`config.mk`:
```
export PLATFORM = sky130hd
export DESIGN_NAME = cpu4_mc_controller
export DESIGN_NICKNAME = d
export VERILOG_FILES = /design/src/rtl/cpu4_mc_pkg.sv /design/src/rtl/cpu4_mc_controller_aludec.sv /design/src/rtl/cpu4_mc_controller.sv
export SDC_FILE = /design/constraint.sdc
export NUM_CORES = 1
export LEC_CHECK = 0
export CORE_ASPECT_RATIO = 0.8
export CORE_MARGIN = 5
export CORE_UTILIZATION = 47
export DETAILED_ROUTE_END_ITERATION = 10
export PLACE_DENSITY = 0.79
export SYNTH_ARGS = -nofsm -noshare
export SYNTH_HDL_FRONTEND = slang
export SYNTH_SLANG_ARGS = --single-unit
```
`constraint.sdc`:
```
create_clock -name clk -period 2.5 [get_ports clk]
set_input_delay 0.75 -clock clk [delete_from_list [all_inputs] [get_ports clk]]
set_output_delay 0.75 -clock clk [all_outputs]
set_load 0.02 [all_outputs]
```
`src/rtl/cpu4_mc_pkg.sv`:
```
// Shared encodings for the cpu4 multicycle controller: FSM states, opcodes,
// R-type function codes, ALU control codes and halt causes.
package cpu4_mc_pkg;

    typedef enum logic [3:0] {
        S_FETCH    = 4'd0,
        S_DECODE   = 4'd1,
        S_MEMADR   = 4'd2,
        S_MEMRD    = 4'd3,
        S_MEMWB    = 4'd4,
        S_MEMWR    = 4'd5,
        S_RTYPE_EX = 4'd6,
        S_ALUWB    = 4'd7,
        S_BEQ_EX   = 4'd8,
        S_ADDI_EX  = 4'd9,
        S_ADDI_WB  = 4'd10,
        S_J_EX     = 4'd11,
        S_HALT     = 4'd12
    } state_e;

    typedef enum logic [1:0] {
        HC_NONE    = 2'b00,
        HC_ILLEGAL = 2'b01,
        HC_TIMEOUT = 2'b10
    } halt_cause_e;

    localparam logic [5:0] OP_R    = 6'b000000;
    localparam logic [5:0] OP_LW   = 6'b100011;
    localparam logic [5:0] OP_SW   = 6'b101011;
    localparam logic [5:0] OP_BEQ  = 6'b000100;
    localparam logic [5:0] OP_ADDI = 6'b001000;
    localparam logic [5:0] OP_J    = 6'b000010;

    localparam logic [5:0] FN_ADD = 6'b100000;
    localparam logic [5:0] FN_SUB = 6'b100010;
    localparam logic [5:0] FN_AND = 6'b100100;
    localparam logic [5:0] FN_OR  = 6'b100101;
    localparam logic [5:0] FN_SLT = 6'b101010;

    localparam logic [2:0] ALUCTL_ADD = 3'b010;
    localparam logic [2:0] ALUCTL_SUB = 3'b110;
    localparam logic [2:0] ALUCTL_AND = 3'b000;
    localparam logic [2:0] ALUCTL_OR  = 3'b001;
    localparam logic [2:0] ALUCTL_SLT = 3'b111;

    // Memory-facing states share the handshake and the watchdog.
    function automatic logic is_mem_state(state_e s);
        return (s == S_FETCH) || (s == S_MEMRD) || (s == S_MEMWR);
    endfunction

endpackage

```
`src/rtl/cpu4_mc_controller_aludec.sv`:
```
// R-type ALU decoder: maps funct to alucontrol and flags whether funct is
// one of the supported operations.
module cpu4_aludec
    import cpu4_mc_pkg::*;
(
    input  logic [5:0] funct,
    output logic [2:0] alucontrol,
    output logic       legal
);

    always_comb begin
        alucontrol = ALUCTL_ADD;
        legal      = 1'b1;
        case (funct)
            FN_ADD:  alucontrol = ALUCTL_ADD;
            FN_SUB:  alucontrol = ALUCTL_SUB;
            FN_AND:  alucontrol = ALUCTL_AND;
            FN_OR:   alucontrol = ALUCTL_OR;
            FN_SLT:  alucontrol = ALUCTL_SLT;
            default: legal      = 1'b0;
        endcase
    end

endmodule

```
`src/rtl/cpu4_mc_controller.sv`:
```
// Multicycle Moore sequencer for the cpu4 datapath with a memory handshake,
// a not-ready watchdog and a sticky halt on illegal instructions.
module cpu4_mc_controller
    import cpu4_mc_pkg::*;
#(
    parameter int MEM_TIMEOUT = 255,
    parameter int TO_W        = 8
) (
    input  logic       clk,
    input  logic       reset,
    input  logic [5:0] opcode,
    input  logic [5:0] funct,
    input  logic       zero,
    input  logic       mem_ready,
    output logic       mem_req,
    output logic       memwrite,
    output logic       iord,
    output logic       irwrite,
    output logic       pcen,
    output logic       regwrite,
    output logic       regdst,
    output logic       memtoreg,
    output logic       alusrca,
    output logic [1:0] alusrcb,
    output logic [1:0] pcsrc,
    output logic [2:0] alucontrol,
    output logic       halted,
    output logic [1:0] halt_cause,
    output logic [3:0] state_o
);

    state_e          state, state_nx;
    halt_cause_e     cause, cause_nx;
    logic [TO_W-1:0] wcnt, wcnt_nx, wcnt_inc;
    logic            to_hit;
    logic [2:0]      rt_alu;
    logic            funct_ok;

    cpu4_aludec u_aludec (
        .funct      (funct),
        .alucontrol (rt_alu),
        .legal      (funct_ok)
    );

    // Saturating increment; the watchdog fires on the cycle the count would reach the limit.
    assign wcnt_inc = (&wcnt) ? wcnt : wcnt + 1'b1;
    assign to_hit   = (MEM_TIMEOUT != 0) && (wcnt_inc == TO_W'(MEM_TIMEOUT));

    always_comb begin
        state_nx = state;
        cause_nx = cause;
        wcnt_nx  = '0;
        if (is_mem_state(state)) begin
            if (mem_ready) begin
                case (state)
                    S_FETCH: state_nx = S_DECODE;
                    S_MEMRD: state_nx = S_MEMWB;
                    default: state_nx = S_FETCH;
                endcase
            end else if (to_hit) begin
                state_nx = S_HALT;
                cause_nx = HC_TIMEOUT;
            end else begin
                wcnt_nx = wcnt_inc;
            end
        end else begin
            case (state)
                S_DECODE: begin
                    case (opcode)
                        OP_LW, OP_SW: state_nx = S_MEMADR;
                        OP_R:         state_nx = funct_ok ? S_RTYPE_EX : S_HALT;
                        OP_BEQ:       state_nx = S_BEQ_EX;
                        OP_ADDI:      state_nx = S_ADDI_EX;
                        OP_J:         state_nx = S_J_EX;
                        default:      state_nx = S_HALT;
                    endcase
                    if (state_nx == S_HALT) cause_nx = HC_ILLEGAL;
                end
                S_MEMADR:   state_nx = (opcode == OP_LW) ? S_MEMRD : S_MEMWR;
                S_RTYPE_EX: state_nx = S_ALUWB;
                S_ADDI_EX:  state_nx = S_ADDI_WB;
                S_HALT:     state_nx = S_HALT;
                default:    state_nx = S_FETCH;
            endcase
        end
    end

    always_ff @(posedge clk) begin
        if (reset) begin
            state <= S_FETCH;
            cause <= HC_NONE;
            wcnt  <= '0;
        end else begin
            state <= state_nx;
            cause <= cause_nx;
            wcnt  <= wcnt_nx;
        end
    end

    always_comb begin
        mem_req    = 1'b0;
        memwrite   = 1'b0;
        iord       = 1'b0;
        irwrite    = 1'b0;
        pcen       = 1'b0;
        regwrite   = 1'b0;
        regdst     = 1'b0;
        memtoreg   = 1'b0;
        alusrca    = 1'b0;
        alusrcb    = 2'b00;
        pcsrc      = 2'b00;
        alucontrol = ALUCTL_ADD;
        halted     = 1'b0;
        halt_cause = 2'b00;
        state_o    = 4'd0;
        if (reset) begin
            alusrcb = 2'b01;
        end else begin
            state_o    = state;
            halt_cause = cause;
            case (state)
                S_FETCH: begin
                    mem_req = 1'b1;
                    alusrcb = 2'b01;
                    irwrite = mem_ready;
                    pcen    = mem_ready;
                end
                S_DECODE: alusrcb = 2'b11;
                S_MEMADR: begin
                    alusrca = 1'b1;
                    alusrcb = 2'b10;
                end
                S_MEMRD: begin
                    mem_req = 1'b1;
                    iord    = 1'b1;
                end
                S_MEMWB: begin
                    regwrite = 1'b1;
                    memtoreg = 1'b1;
                end
                S_MEMWR: begin
                    mem_req  = 1'b1;
                    memwrite = 1'b1;
                    iord     = 1'b1;
                end
                S_RTYPE_EX: begin
                    alusrca    = 1'b1;
                    alucontrol = rt_alu;
                end
                S_ALUWB: begin
                    regwrite = 1'b1;
                    regdst   = 1'b1;
                end
                S_BEQ_EX: begin
                    alusrca    = 1'b1;
                    alucontrol = ALUCTL_SUB;
                    pcsrc      = 2'b01;
                    pcen       = zero;
                end
                S_ADDI_EX: begin
                    alusrca = 1'b1;
                    alusrcb = 2'b10;
                end
                S_ADDI_WB: regwrite = 1'b1;
                S_J_EX: begin
                    pcsrc = 2'b10;
                    pcen  = 1'b1;
                end
                S_HALT:  halted = 1'b1;
                default: ;
            endcase
        end
    end

endmodule

```
# After elaboration in Yosys (flattened, before gate mapping)

Cells that the tools add are included.

Register bits: 14
Logic and storage cells: 94
Input port bits: 16
Output and inout port bits: 23

Bitwise logic cells: 1
Equal/unequal tests: 27
Reductions and logical operators: 16
Add/subtract/negate cells: 1
Mux-type cells: 46

Operators by type and width:

| operator                                                        | count |
|---|---|
| 6-bit == test, second input constant                            | 7 |
| 4-bit one-hot mux with 5 select lines                           | 2 |
| 4-bit two-way mux                                               | 7 |
| 4-bit == test, second input constant                            | 6 |
| 1-bit two-way mux                                               | 20 |
| 4-bit by 3-bit == test with 1-bit output, second input constant | 4 |
| 2-bit two-way mux                                               | 8 |
| 3-bit one-hot mux with 2 select lines                           | 2 |
| 3-bit one-hot mux with 4 select lines                           | 1 |
| 8-bit by 1-bit adder with 8-bit output, second input constant   | 1 |
| 4-bit by 2-bit == test with 1-bit output, second input constant | 2 |
| 8-bit == test, second input constant                            | 1 |
| 8-bit two-way mux                                               | 1 |
| 8-bit AND reduction                                             | 1 |
| 4-bit OR reduction                                              | 2 |
| 6-bit by 2-bit == test with 1-bit output, second input constant | 1 |
| 6-bit by 3-bit == test with 1-bit output, second input constant | 1 |
| 6-bit by 4-bit == test with 1-bit output, second input constant | 1 |
| 6-bit zero test                                                 | 1 |
| 3-bit two-way mux                                               | 2 |
| 2-bit one-hot mux with 3 select lines                           | 1 |
| 2-bit OR reduction                                              | 3 |
| 3-bit OR reduction                                              | 2 |
| 5-bit OR reduction                                              | 1 |
| 10 further kinds                                                | 13 |

# Logic depth before layout (Yosys ltp)

Gate-level depths: netlist of the first run.

Depth in word-level cells: 11
Gate-level depth with buffers: 7
Mapped depth without buffers: 6

# Hierarchy

From an unflattened synthesis of the first run, not the netlist that was laid out.

Cell total of the unflattened synthesis: 179
Area, all modules: 1286.2 µm²

Modules (own cells, without submodules):

| module             | area an instance (µm²) | instances | sequential area each (µm²) | cells an instance |
|---|---|---|---|---|
| cpu4_mc_controller | 1199.9                 | 1         | 280.3                      | 170 |
| cpu4_aludec        | 86.3                   | 1         | 0.0                        | 9 |

# Worst setup path after synthesis of the first run

OpenSTA, ideal clock, no wires.

Kind: input -> output
Start: input port reset
End: output port alucontrol[2]
Data arrival time: 1.840 ns
Stages on the path: 4
Buffers on the path: 0
Data required time: 1.750 ns
Setup slack: -0.090 ns
Cell sequence: inv_1 > nand2_1 > nor3_1 > o21bai_1

Cells in the longest elaborated chain, start to end: 1

Ends and longest elaborated chain:

| what               | line                      | RTL |
|---|---|---|
| start: declaration | cpu4_mc_controller.sv:10  | `input logic reset,` |
| 3-bit two-way mux  | cpu4_mc_controller.sv:116 | `if (reset) begin` |
| end: declaration   | cpu4_mc_controller.sv:26  | `output logic [2:0] alucontrol,` |

No other way between the ends.

# Worst setup path in the final report of the first run

Start: input port mem_ready
End: output port pcen

Cells in the longest elaborated chain, start to end: 2

Ends and longest elaborated chain:

| what                                  | line                      | RTL |
|---|---|---|
| start: declaration                    | cpu4_mc_controller.sv:14  | `input logic mem_ready,` |
| 1-bit one-hot mux with 3 select lines | cpu4_mc_controller.sv:121 | `case (state)` |
| 1-bit two-way mux                     | cpu4_mc_controller.sv:116 |  |
| end: declaration                      | cpu4_mc_controller.sv:19  | `output logic pcen,` |

No other way between the ends.

==> results of run 1 <==
[power by group through the flow]
stage	Combinational, mW	Clock, mW	Sequential [mW]
2_1_floorplan	0.313	0	0.266
3_3_place_gp	0.515	0	0.286
3_5_place_dp	0.532	0	0.288
4_1_cts	0.513	0.167	0.283
5_1_grt	0.562	0.178	0.295
6_report	0.520	0.165	0.290
[registers in the layout, indices dropped and copies added (netlist names)]
register / flops
state: 4
cause: 2
wcnt: 8
[routing by layer]
layer  vias to the layer above  track usage  share of wire
met5                         -            0              0
met2                        63        0.386           0.49
met3                        10       0.0459          0.066
li1                        773            -              -
met1                       746        0.289           0.43
met4                         0       0.0623          0.013
[cell families after synthesis]
kind of cell    after synthesis  synth area share
flops                        14             0.219
xor+xnor                      5            0.0342
buf+inv                      21            0.0723
fa+ha+maj                     1           0.00977
simple gates                 83             0.372
mux                           6            0.0469
compound gates               45             0.245
[worst max path at each step]
| stage | from | to | slack [ns] | depth (start not counted) |
|---|---|---|---|---|
| 4_1_cts | reset | alucontrol[0] | -0.03 | 8 |
| 6_report | mem_ready | pcen | 0.04 | 4 |
| 3_5_place_dp | funct[1] | alucontrol[0] | -0.94 | 5 |
| 2_1_floorplan | funct[0] | alucontrol[0] | -0.03 | 3 |
| 3_3_place_gp | funct[1] | alucontrol[0] | -0.91 | 5 |
| 5_1_grt | wcnt[0] | wcnt[4] | 0.01 | 6 |
[layout make-up]
class / instances / area, um2 / share of cell area
inverter: 9 / 33.8 / 0.0176
clock buffer: 4 / 36.3 / 0.0189
multi-input combinational: 140 / 963 / 0.502
timing repair buffer: 72 / 556 / 0.290
sequential: 14 / 284 / 0.148
tap: 36 / 45.0 / 0.0235
[worst reg2reg max path, stage by stage, from the launching register on]
cell and delay [ns]:
dfxtp_1 0.46, ha_1 0.31, nand3_1 0.12, or3_1 0.50
o211a_2 0.24, o211ai_2 0.37, nor2_1 0.09
[metrics by stage]
stage	hold slack [ns]	utilization
after floorplan	0.448	-
after global placement	0.509	0.750
after detailed placement	0.520	0.750
after global routing	0.559	0.760
after CTS	0.530	0.768
final	0.530	0.760
[what timing repair did]
action | CTS | global route
buffers inserted | 2 | 0
cloned | 0 | 0
pin swaps | 7 | 5
gates resized for setup | 93 | 15
hold endpoints to repair | 0 | 0
hold buffers | 0 | 0
setup endpoints to repair | 23 | 15
[placed cells by master (no fill, tap or decap), types with 3 or more instances in the layout]
cell type,instances
a21oi_1,12
a31oi_1,5
buf_2,8
buf_4,36
clkbuf_2,5
clkbuf_4,3
clkdlybuf4s50_1,7
dfxtp_1,11
dfxtp_2,3
dlygate4sd2_1,11
inv_1,7
mux2i_1,6
nand2_1,9
nand2b_1,6
nand3_1,5
nand4_1,5
nor2_1,16
nor3_1,9
nor3b_1,3
nor3b_2,3
nor4_1,3
o21ai_0,4
o21ai_1,3
or3_1,3
xnor2_1,5
==> results_tabular.tex, run 1 <==
\begin{tabular}{lr}
\hline
Metric & Value \\
\hline
\multicolumn{2}{l}{\textbf{Placed design}} \\
Gpl congestion & between 0.8 and 0.9 \\
Worst setup timing slack at the placement stage & -0.936 ns \\
Number of buffers added on ports & 38 \\
Cell area reported after detailed placement & roughly 1900 um2 \\
Number of cells after detailed placement & roughly 270 \\
Detailed placement HPWL & about 3.2 mm \\
\multicolumn{2}{l}{\textbf{Yosys}} \\
Post-Syn Instances & around 180 \\
Top post-synthesis cells by area & dfxtp\_1 22\%, nor2\_1 5.0\%, a21oi\_1 4.7\% \\
Most frequently used cell type in the post-synthesis netlist & nor2\_1 \\
Post-synthesis sequential area ratio & 0.219 \\
Post-synthesis cell type with the largest combined area & dfxtp\_1 \\
Post-Syn Area & approximately 1300 um2 \\
Nets in the synthesized netlist & between 150 and 200 \\
Average instance area after synthesis & between 7 and 8 um2 \\
Count of flip-flops with a built-in enable after synthesis & 0 \\
Library cells used by synthesis & 53 \\
Most used standard cells in the synthesized netlist & 17 x nor2\_1, 14 x dfxtp\_1, 12 x a21oi\_1, 11 x nand2\_1, 10 x nor3\_1 \\
Fraction of post-synthesis cell area in the top cell type by area & 0.219 \\
Total of flip-flops plus latches after synthesis & 14 \\
Post-synth ARST share & 0 \\
Primary FF master, synth & dfxtp\_1 \\
Warnings, synthesis & 0 \\
\multicolumn{2}{l}{\textbf{Final layout}} \\
P\&R area growth vs syn & 49.9\% \\
Nets@finish & 257 \\
FILL cells & between 150 and 200 \\
Cell area after layout & 1920 um2 \\
Layout cells sized above 1 & 0.339 \\
Number of non-filler instances in the completed layout & between 200 and 300 \\
Antenna diode count & 0 \\
\multicolumn{2}{l}{\textbf{Setup path}} \\
CP max stage delay & 0.48 ns \\
WS Path Type & in2out \\
Endpoint kind of the worst setup timing path & output pin \\
WP buf/inv & 2 \\
Depth of the worst register-to-register path & 6 \\
Critical path startpoint category & input pin \\
CP max FO & 2 \\
Data arrival time of the worst path & 1.71 ns \\
Reg-to-reg endpoint & wcnt[7] \\
Slowest cell on the critical path & clkdlybuf4s50\_1 \\
Worst reg2reg setup slack & 0.29 ns \\
Worst r2r src & wcnt[0] \\
Cell family with the largest share of critical-path delay & buffers and inverters \\
Required time reported for the critical path endpoint & 1.75 ns \\
Cells along the critical path & clkdlybuf4s50\_1 > nand3b\_1 > a21oi\_1 > buf\_4 \\
\multicolumn{2}{l}{\textbf{Timing}} \\
Period utilization & 0.983 \\
Unrepaired setup endpoints after global routing & false \\
Final Skew & about 0.010 ns \\
Post-layout minimum cycle time & 2.46 ns \\
Pin slew with the least headroom to its limit & $\sim$0.45 ns \\
Relative slew margins & 0.699 \\
Number of failing setup endpoints in the final timing report & 0 \\
Final Hold Viols & 0 \\
Max Freq & between 400 and 500 MHz \\
Sum of negative setup slack & 0 ns \\
Post-route worst setup slack & roughly 0.043 ns \\
Count of final max-slew check failures & 0 \\
\multicolumn{2}{l}{\textbf{Clock network}} \\
Number of buffers on the longest clock path & 2 \\
\# H-tree levels & 1 \\
Buffer cell driving the clock tree root & clkbuf\_4 \\
Clock transition at the register clock pins on the worst setup and hold paths after CTS & around 0.08 ns \\
Clock latency at the later pin of the worst-skew pair & around 0.29 ns \\
Clk sink count & 14 \\
Clock tree from TritonCTS & built \\
Total clock buffers created by CTS & 3 \\
\multicolumn{2}{l}{\textbf{Global routing}} \\
Grt ovf & 0 \\
Via count of the first global-routing pass & between 1500 and 2000 \\
Initial antenna violation count & 0 \\
Global-route wire length before repair & approximately 7.0 mm \\
Largest net degree at the start of global routing & 13 \\
All-layer global routing usage & 0.229 \\
\multicolumn{2}{l}{\textbf{Routing}} \\
Router iterations before antenna repair & 4 \\
Per-cell via count in the routed design & approximately 5.8 \\
Number of routed nets with antenna violations & 0 \\
DR WL/cell & between 15 and 20 um \\
Final wirelength & 4.24 mm \\
Number of DRC violations after detailed routing & 0 \\
Drt initial violations & 87 \\
Vias post-DR & 1592 \\
\multicolumn{2}{l}{\textbf{Power and ir drop}} \\
Worst VDD drop & approximately 440 uV \\
Power share of the combinational group & 0.533 \\
Pwr dens & just over 500 nW/um2 \\
Share of total power in the clock network & 0.169 \\
Power after layout & about 970 uW \\
Switching power & 398 uW \\
Sequential power share & 0.297 \\
Leakage power of the design & between 0.8 and 0.9 nW \\
Internal power of the cells & between 500 and 600 uW \\
Sw Share & 0.408 \\
\multicolumn{2}{l}{\textbf{Job}} \\
Max cap viols & 0 \\
\multicolumn{2}{l}{\textbf{Run status}} \\
Outcome & finished, final reports clean \\
\multicolumn{2}{l}{\textbf{Floorplan}} \\
Die width & around 70 um \\
Effective utilization at floorplan & 0.507 \\
Die boundary height & between 50 and 60 um \\
Number of core rows & 16 \\
Io pins & 39 \\
Area of the die & 3870 um2 \\
Area of the core region & 2520 um2 \\
\multicolumn{2}{l}{\textbf{Min path}} \\
Startpoint of the worst hold path & wcnt[6] \\
Endpoint, Worst Hold & wcnt[6] \\
Kind of path behind the tightest hold check & reg2reg \\
WHS Path Cells & 1 \\
\hline
\end{tabular}
Power figures use the tool's default switching activity.
==> run 2, diff against run 1 <==
- clock period: 2.5 -> 2.6 ns (I/O delays scaled with it)
==> run 2 against run 1 <==
Net effect:
- clock power down 4%
- highest routed layer unchanged
- via count shrank 3.1%
- flip-flop and latch count stayed put
- die area is the same
- clock-buffer cell count unchanged
- combinational power is 8.5% lower
- wire length decreased by 9.7%
- sequential share of layout area barely moved
==> results_tabular.tex, run 2 (same netlist as run 1, synthesis figures left out) <==
\begin{tabular}{lr}
\hline
Metric & Value \\
\hline
\multicolumn{2}{l}{\textbf{Routing}} \\
Number of routed nets with antenna violations & 0 (unchanged) \\
Final wirelength & 3.83 mm (was 4.24 mm) \\
Per-cell via count in the routed design & 5.63 (was 5.79) \\
Number of DRC violations after detailed routing & 0 (unchanged) \\
DR WL/cell & 14.0 um (was 15.4 um) \\
Router iterations before antenna repair & 4 (unchanged) \\
Drt initial violations & 85 (was 87) \\
Vias post-DR & 1542 (was 1592) \\
\multicolumn{2}{l}{\textbf{Timing}} \\
Unrepaired setup endpoints after global routing & true (was false) \\
Final Skew & 0.00150 ns (was 0.0105 ns) \\
Post-route worst setup slack & 0.0254 ns (was 0.0427 ns) \\
Count of final max-slew check failures & 0 (unchanged) \\
Pin slew with the least headroom to its limit & 0.433 ns (was 0.451 ns) \\
Hold Slack & 0.529 ns (was 0.530 ns) \\
Max Freq & between 300 and 400 MHz \\
Number of failing setup endpoints in the final timing report & 0 (unchanged) \\
Post-layout minimum cycle time & about 2.6 ns \\
Period utilization & 0.990 \\
Relative slew margins & 0.711 (was 0.699) \\
Final Hold Viols & 0 (unchanged) \\
\multicolumn{2}{l}{\textbf{Clock network}} \\
Clock tree from TritonCTS & built (unchanged) \\
Clock transition at the register clock pins on the worst setup and hold paths after CTS & 0.08 ns (about the same) \\
Number of buffers inserted by hold repair at cts & 0 (unchanged) \\
Number of buffers on the longest clock path & 2 (unchanged) \\
\# H-tree levels & 1 (unchanged) \\
Buffer cell driving the clock tree root & clkbuf\_4 (unchanged) \\
Clock latency at the later pin of the worst-skew pair & 0.28 ns (was 0.29 ns) \\
Total clock buffers created by CTS & 3 (unchanged) \\
Clk sink count & 14 (unchanged) \\
\multicolumn{2}{l}{\textbf{Job}} \\
Max cap viols & 0 (unchanged) \\
\multicolumn{2}{l}{\textbf{Floorplan}} \\
Effective utilization at floorplan & 0.507 (unchanged) \\
Area of the core region & 2520 um2 (unchanged) \\
Die boundary height & 56.7 um (unchanged) \\
Io pins & 39 (unchanged) \\
Die width & 68.3 um (unchanged) \\
Area of the die & 3870 um2 (unchanged) \\
Number of core rows & 16 (unchanged) \\
\multicolumn{2}{l}{\textbf{Final layout}} \\
Reg with most FFs & wcnt (unchanged) \\
Antenna diode count & 0 (unchanged) \\
Number of non-filler instances in the completed layout & 274 (was 275) \\
P\&R area growth vs syn & 49.6\% (was 49.9\%) \\
Leading cell type in the layout, fill and taps excluded & buf\_4 (unchanged) \\
Registers with the highest flip-flop counts & wcnt: 8 flops, state: 4 flops, cause: 2 flops (unchanged) \\
Largest register FFs & 8 (unchanged) \\
Layout cells sized above 1 & 0.319 (was 0.339) \\
Nets@finish & 256 (was 257) \\
Commonest cells after routing, fill and taps aside & 35 x buf\_4, 16 x nor2\_1, 12 x a21oi\_1, 12 x dlygate4sd2\_1, 11 x dfxtp\_1 (was 36 x buf\_4, 16 x nor2\_1, 12 x a21oi\_1) \\
\multicolumn{2}{l}{\textbf{Global routing}} \\
Grt ovf & 0 (unchanged) \\
Global-route wire length before repair & 6.49 mm (was 6.98 mm) \\
All-layer global routing usage & 0.214 (was 0.229) \\
Initial antenna violation count & 0 (unchanged) \\
Via count of the first global-routing pass & 1517 (was 1551) \\
Largest net degree at the start of global routing & 14 (was 13) \\
\multicolumn{2}{l}{\textbf{Min path}} \\
Kind of path behind the tightest hold check & reg2reg (unchanged) \\
WHS Path Cells & 1 (unchanged) \\
\multicolumn{2}{l}{\textbf{Setup path}} \\
CP max FO & 2 (unchanged) \\
Critical path startpoint category & input pin (unchanged) \\
Required time reported for the critical path endpoint & 1.82 ns (was 1.75 ns) \\
Data arrival time of the worst path & 1.79 ns (was 1.71 ns) \\
WS Path Type & in2out (unchanged) \\
Depth of the worst register-to-register path & 6 (unchanged) \\
Endpoint kind of the worst setup timing path & output pin (unchanged) \\
\multicolumn{2}{l}{\textbf{Power and ir drop}} \\
Leakage power of the design & 0.806 nW (was 0.810 nW) \\
Worst VDD drop & 399 uV (was 440 uV) \\
Pwr dens & 476 nW/um2 (was 508 nW/um2) \\
Power after layout & 912 uW (was 975 uW) \\
\multicolumn{2}{l}{\textbf{Placed design}} \\
Worst setup timing slack at the placement stage & -0.880 ns (was -0.936 ns) \\
Number of buffers added on ports & 38 (unchanged) \\
Gpl congestion & 0.944 (was 0.897) \\
Number of cells after detailed placement & 269 (unchanged) \\
Detailed placement HPWL & 2.90 mm (was 3.16 mm) \\
\multicolumn{2}{l}{\textbf{Run status}} \\
Outcome & finished, final reports clean (unchanged) \\
\hline
\end{tabular}
run 2: per-stage QoR:
stage / utilization / setup TNS [ns] / area, um2
floorplan: - / 0 / 1280
global placement: 0.750 / -10.84 / 1890
detailed placement: 0.750 / -11.02 / 1890
CTS: 0.769 / 0 / 1940
global route: 0.759 / -0.0169 / 1910
finish: 0.759 / 0 / 1910
run 2: worst paths after layout:
kind	startpoint	to	slack, ns
setup / recovery	funct[1]	alucontrol[0]	0.03
hold reg to reg	wcnt[6]	wcnt[6]	0.53
setup reg to reg	wcnt[0]	wcnt[1]	0.39
hold / removal	wcnt[6]	wcnt[6]	0.53
run 2: routing by layer:
metal  track usage  share of wire
met4        0.0963          0.018
met1         0.275           0.45
met2         0.331           0.46
met3        0.0519          0.071
met5             0              0
run 2: layout make-up:
type | count | area (um2)
inverters | 9 | 33.8
fillers | 194 | 608
flip-flops and latches | 14 | 284
repair buffers | 71 | 563
well taps | 36 | 45.0
clock buffers | 4 | 36.3
multi-input cells | 140 | 952
run 2: power by group:
| part | switching, mW | leakage (nW) | internal, mW |
|---|---|---|---|
| Combinational | 0.250 | 0.670 | 0.226 |
| Clock | 0.0726 | 0.0210 | 0.0853 |
| Sequential | 0.0408 | 0.115 | 0.237 |
| Total | 0.364 | 0.806 | 0.548 |
run 2: worst max-delay path: stages:
cell	delay, ns
dlygate4sd2_1	0.21
or3b_4	0.38
o2bb2a_4	0.21
nor2_4	0.08
buf_6	0.12
run 2: what timing repair did:
action | CTS | global route
buffers inserted | 1 | 0
gates resized for setup | 78 | 19
pin swaps | 6 | 4
endpoints found under the setup margin | 23 | 18
==> run 3, diff against run 2 <==
- clock period: 2.6 -> 2.8 ns (I/O delays scaled with it)
==> run 3 against run 2 <==
Net effect:
- the flow now finishes with violations (setup timing)
- power shrank 11%
- combinational power shrank 7.4%
- largest power group unchanged
- final area decreased by 3.0%
- register-to-register slack better by 0.15 ns
- sequential share of layout area grew 0.26 points
- via count is 0.39% higher
- clock skew increased by 0.0020 ns
==> results_tabular.tex, run 3 (same netlist as run 1, synthesis figures left out) <==
\begin{tabular}{lr}
\hline
Metric & Value \\
\hline
\multicolumn{2}{l}{\textbf{Floorplan}} \\
Io pins & 39 (unchanged) \\
Effective utilization at floorplan & 0.507 (unchanged) \\
Number of core rows & 16 (unchanged) \\
Area of the core region & 2520 um2 (unchanged) \\
Die boundary height & 56.7 um (unchanged) \\
Die width & 68.3 um (unchanged) \\
Area of the die & 3870 um2 (unchanged) \\
\multicolumn{2}{l}{\textbf{Timing}} \\
Final Skew & 0.00354 ns (was 0.00150 ns) \\
Count of final max-slew check failures & 0 (unchanged) \\
Max Freq & between 300 and 400 MHz \\
Number of failing setup endpoints in the final timing report & 1 (was 0) \\
Unrepaired setup endpoints after global routing & true (unchanged) \\
Sum of negative setup slack & -0.0199 ns (was 0 ns) \\
Post-route worst setup slack & -0.0199 ns (was 0.0254 ns) \\
Post-layout minimum cycle time & about 2.8 ns \\
Relative slew margins & 0.676 (was 0.711) \\
Pin slew with the least headroom to its limit & 0.485 ns (was 0.433 ns) \\
Final Hold Viols & 0 (unchanged) \\
Period utilization & 1.01 \\
Hold Slack & 0.517 ns (was 0.529 ns) \\
\multicolumn{2}{l}{\textbf{Global routing}} \\
Via count of the first global-routing pass & 1515 (was 1517) \\
All-layer global routing usage & 0.226 (was 0.214) \\
Grt ovf & 0 (unchanged) \\
Global-route wire length before repair & 6.98 mm (was 6.49 mm) \\
Initial antenna violation count & 0 (unchanged) \\
Largest net degree at the start of global routing & 14 (unchanged) \\
\multicolumn{2}{l}{\textbf{Run status}} \\
Outcome & complete, but fails checks (was finished, final reports clean) \\
Failing checks & setup timing \\
\multicolumn{2}{l}{\textbf{Final layout}} \\
Antenna diode count & 0 (unchanged) \\
FILL cells & 218 (was 194) \\
Nets@finish & 248 (was 256) \\
Cell area after layout & 1860 um2 (was 1910 um2) \\
Commonest cells after routing, fill and taps aside & 27 x buf\_4, 18 x dlygate4sd2\_1, 16 x nor2\_1 (was 35 x buf\_4, 16 x nor2\_1, 12 x a21oi\_1, 12 x dlygate4sd2\_1, 11 x dfxtp\_1) \\
P\&R area growth vs syn & 45.1\% (was 49.6\%) \\
Registers with the highest flip-flop counts & wcnt: 8 flops, state: 4 flops, cause: 2 flops (unchanged) \\
Reg with most FFs & wcnt (unchanged) \\
Layout cells sized above 1 & 0.249 (was 0.319) \\
Largest register FFs & 8 (unchanged) \\
Number of non-filler instances in the completed layout & 265 (was 274) \\
Leading cell type in the layout, fill and taps excluded & buf\_4 (unchanged) \\
End-of-flow core utilization & 0.736 (was 0.759) \\
\multicolumn{2}{l}{\textbf{Clock network}} \\
Total clock buffers created by CTS & 3 (unchanged) \\
Buffer cell driving the clock tree root & clkbuf\_4 (unchanged) \\
\# H-tree levels & 1 (unchanged) \\
Number of buffers on the longest clock path & 2 (unchanged) \\
Clock transition at the register clock pins on the worst setup and hold paths after CTS & 0.08 ns (about the same) \\
Clock latency at the later pin of the worst-skew pair & 0.28 ns (about the same) \\
Clk sink count & 14 (unchanged) \\
Clock tree from TritonCTS & built (unchanged) \\
\multicolumn{2}{l}{\textbf{Routing}} \\
Final wirelength & 4.03 mm (was 3.83 mm) \\
Number of routed nets with antenna violations & 0 (unchanged) \\
Vias post-DR & 1548 (was 1542) \\
DR WL/cell & 15.2 um (was 14.0 um) \\
Drt initial violations & 162 (was 85) \\
Router iterations before antenna repair & 4 (unchanged) \\
Per-cell via count in the routed design & 5.84 (was 5.63) \\
Number of DRC violations after detailed routing & 0 (unchanged) \\
\multicolumn{2}{l}{\textbf{Setup path}} \\
Worst reg2reg setup slack & 0.54 ns (was 0.39 ns) \\
Required time reported for the critical path endpoint & 1.96 ns (was 1.82 ns) \\
Critical path startpoint category & input pin (unchanged) \\
Data arrival time of the worst path & 1.98 ns (was 1.79 ns) \\
WP buf/inv & 2 (unchanged) \\
Cells along the critical path & dlygate4sd2\_1 > or3b\_4 > o2bb2a\_2 > nor2\_2 > buf\_6 (was dlygate4sd2\_1 > or3b\_4 > o2bb2a\_4 > nor2\_4 > buf\_6) \\
CP max FO & 2 (unchanged) \\
CP max stage delay & 0.39 ns (was 0.38 ns) \\
WS Path Type & in2out (unchanged) \\
Cell family with the largest share of critical-path delay & simple AND/OR/NAND/NOR gates (unchanged) \\
Endpoint kind of the worst setup timing path & output pin (unchanged) \\
Slowest cell on the critical path & or3b\_4 (unchanged) \\
\multicolumn{2}{l}{\textbf{Placed design}} \\
Gpl congestion & 0.878 (was 0.944) \\
Number of cells after detailed placement & 258 (was 269) \\
Detailed placement HPWL & 3.17 mm (was 2.90 mm) \\
Number of buffers added on ports & 38 (unchanged) \\
Worst setup timing slack at the placement stage & -0.804 ns (was -0.880 ns) \\
Cell area reported after detailed placement & 1800 um2 (was 1890 um2) \\
\multicolumn{2}{l}{\textbf{Power and ir drop}} \\
Power after layout & 809 uW (was 912 uW) \\
Worst VDD drop & 240 uV (was 399 uV) \\
Pwr dens & 436 nW/um2 (was 476 nW/um2) \\
Switching power & 335 uW (was 364 uW) \\
Share of total power in the clock network & 0.139 (was 0.173) \\
Sequential power share & 0.315 (was 0.305) \\
Sw Share & 0.415 (was 0.399) \\
Power share of the combinational group & 0.545 (was 0.522) \\
Internal power of the cells & 473 uW (was 548 uW) \\
Leakage power of the design & 0.812 nW (was 0.806 nW) \\
\multicolumn{2}{l}{\textbf{Job}} \\
Max cap viols & 0 (unchanged) \\
\multicolumn{2}{l}{\textbf{Min path}} \\
Kind of path behind the tightest hold check & reg2reg (unchanged) \\
\hline
\end{tabular}
run 3: layout make-up:
| type | instances | area, um2 | share of cell area |
|---|---|---|---|
| clock buffers | 3 | 22.5 | 0.0121 |
| inverters | 9 | 33.8 | 0.0182 |
| multi-input cells | 140 | 950 | 0.511 |
| flip-flops and latches | 14 | 280 | 0.151 |
| well taps | 36 | 45.0 | 0.0243 |
| repair buffers | 63 | 526 | 0.283 |
run 3: routing by layer:
metal	wire [um]	vias up	GRT usage
met5	0	-	0
met4	61	0	0.0425
met2	1870	47	0.359
met3	204	8	0.0319
met1	1900	740	0.321
li1	-	753	-
run 3: power groups by stage:
stage                     clock, mW  combinational [mW]  sequential, mW
after floorplan                   0               0.278           0.238
after global placement            0               0.438           0.256
after detailed placement          0               0.449           0.259
after CTS                     0.115               0.435           0.253
after global routing          0.122               0.486           0.259
final                         0.113               0.441           0.255
run 3: timing repair:
action	in CTS	in global routing
pin swaps	2	3
setup buffers	3	1
setup endpoints to repair	23	9
gates resized for setup	50	23
hold buffers	0	0
run 3: worst min-delay path, delay by kind of cell, from the launching register on:
kind | cells | cell delay (ns)
AO/OA/AOI/OAI | 1 | 0.08
AND/OR/NAND/NOR | 1 | 0.09
flip-flops | 1 | 0.30
run 3: path summary, 6_finish.rpt:
kind | start | to | cells after the start
worst min register to register | cause[0] | cause[0] | 2
worst max register to register | wcnt[0] | wcnt[6] | 6
worst max-delay path | funct[0] | alucontrol[0] | 5
worst min-delay path | cause[0] | cause[0] | 2
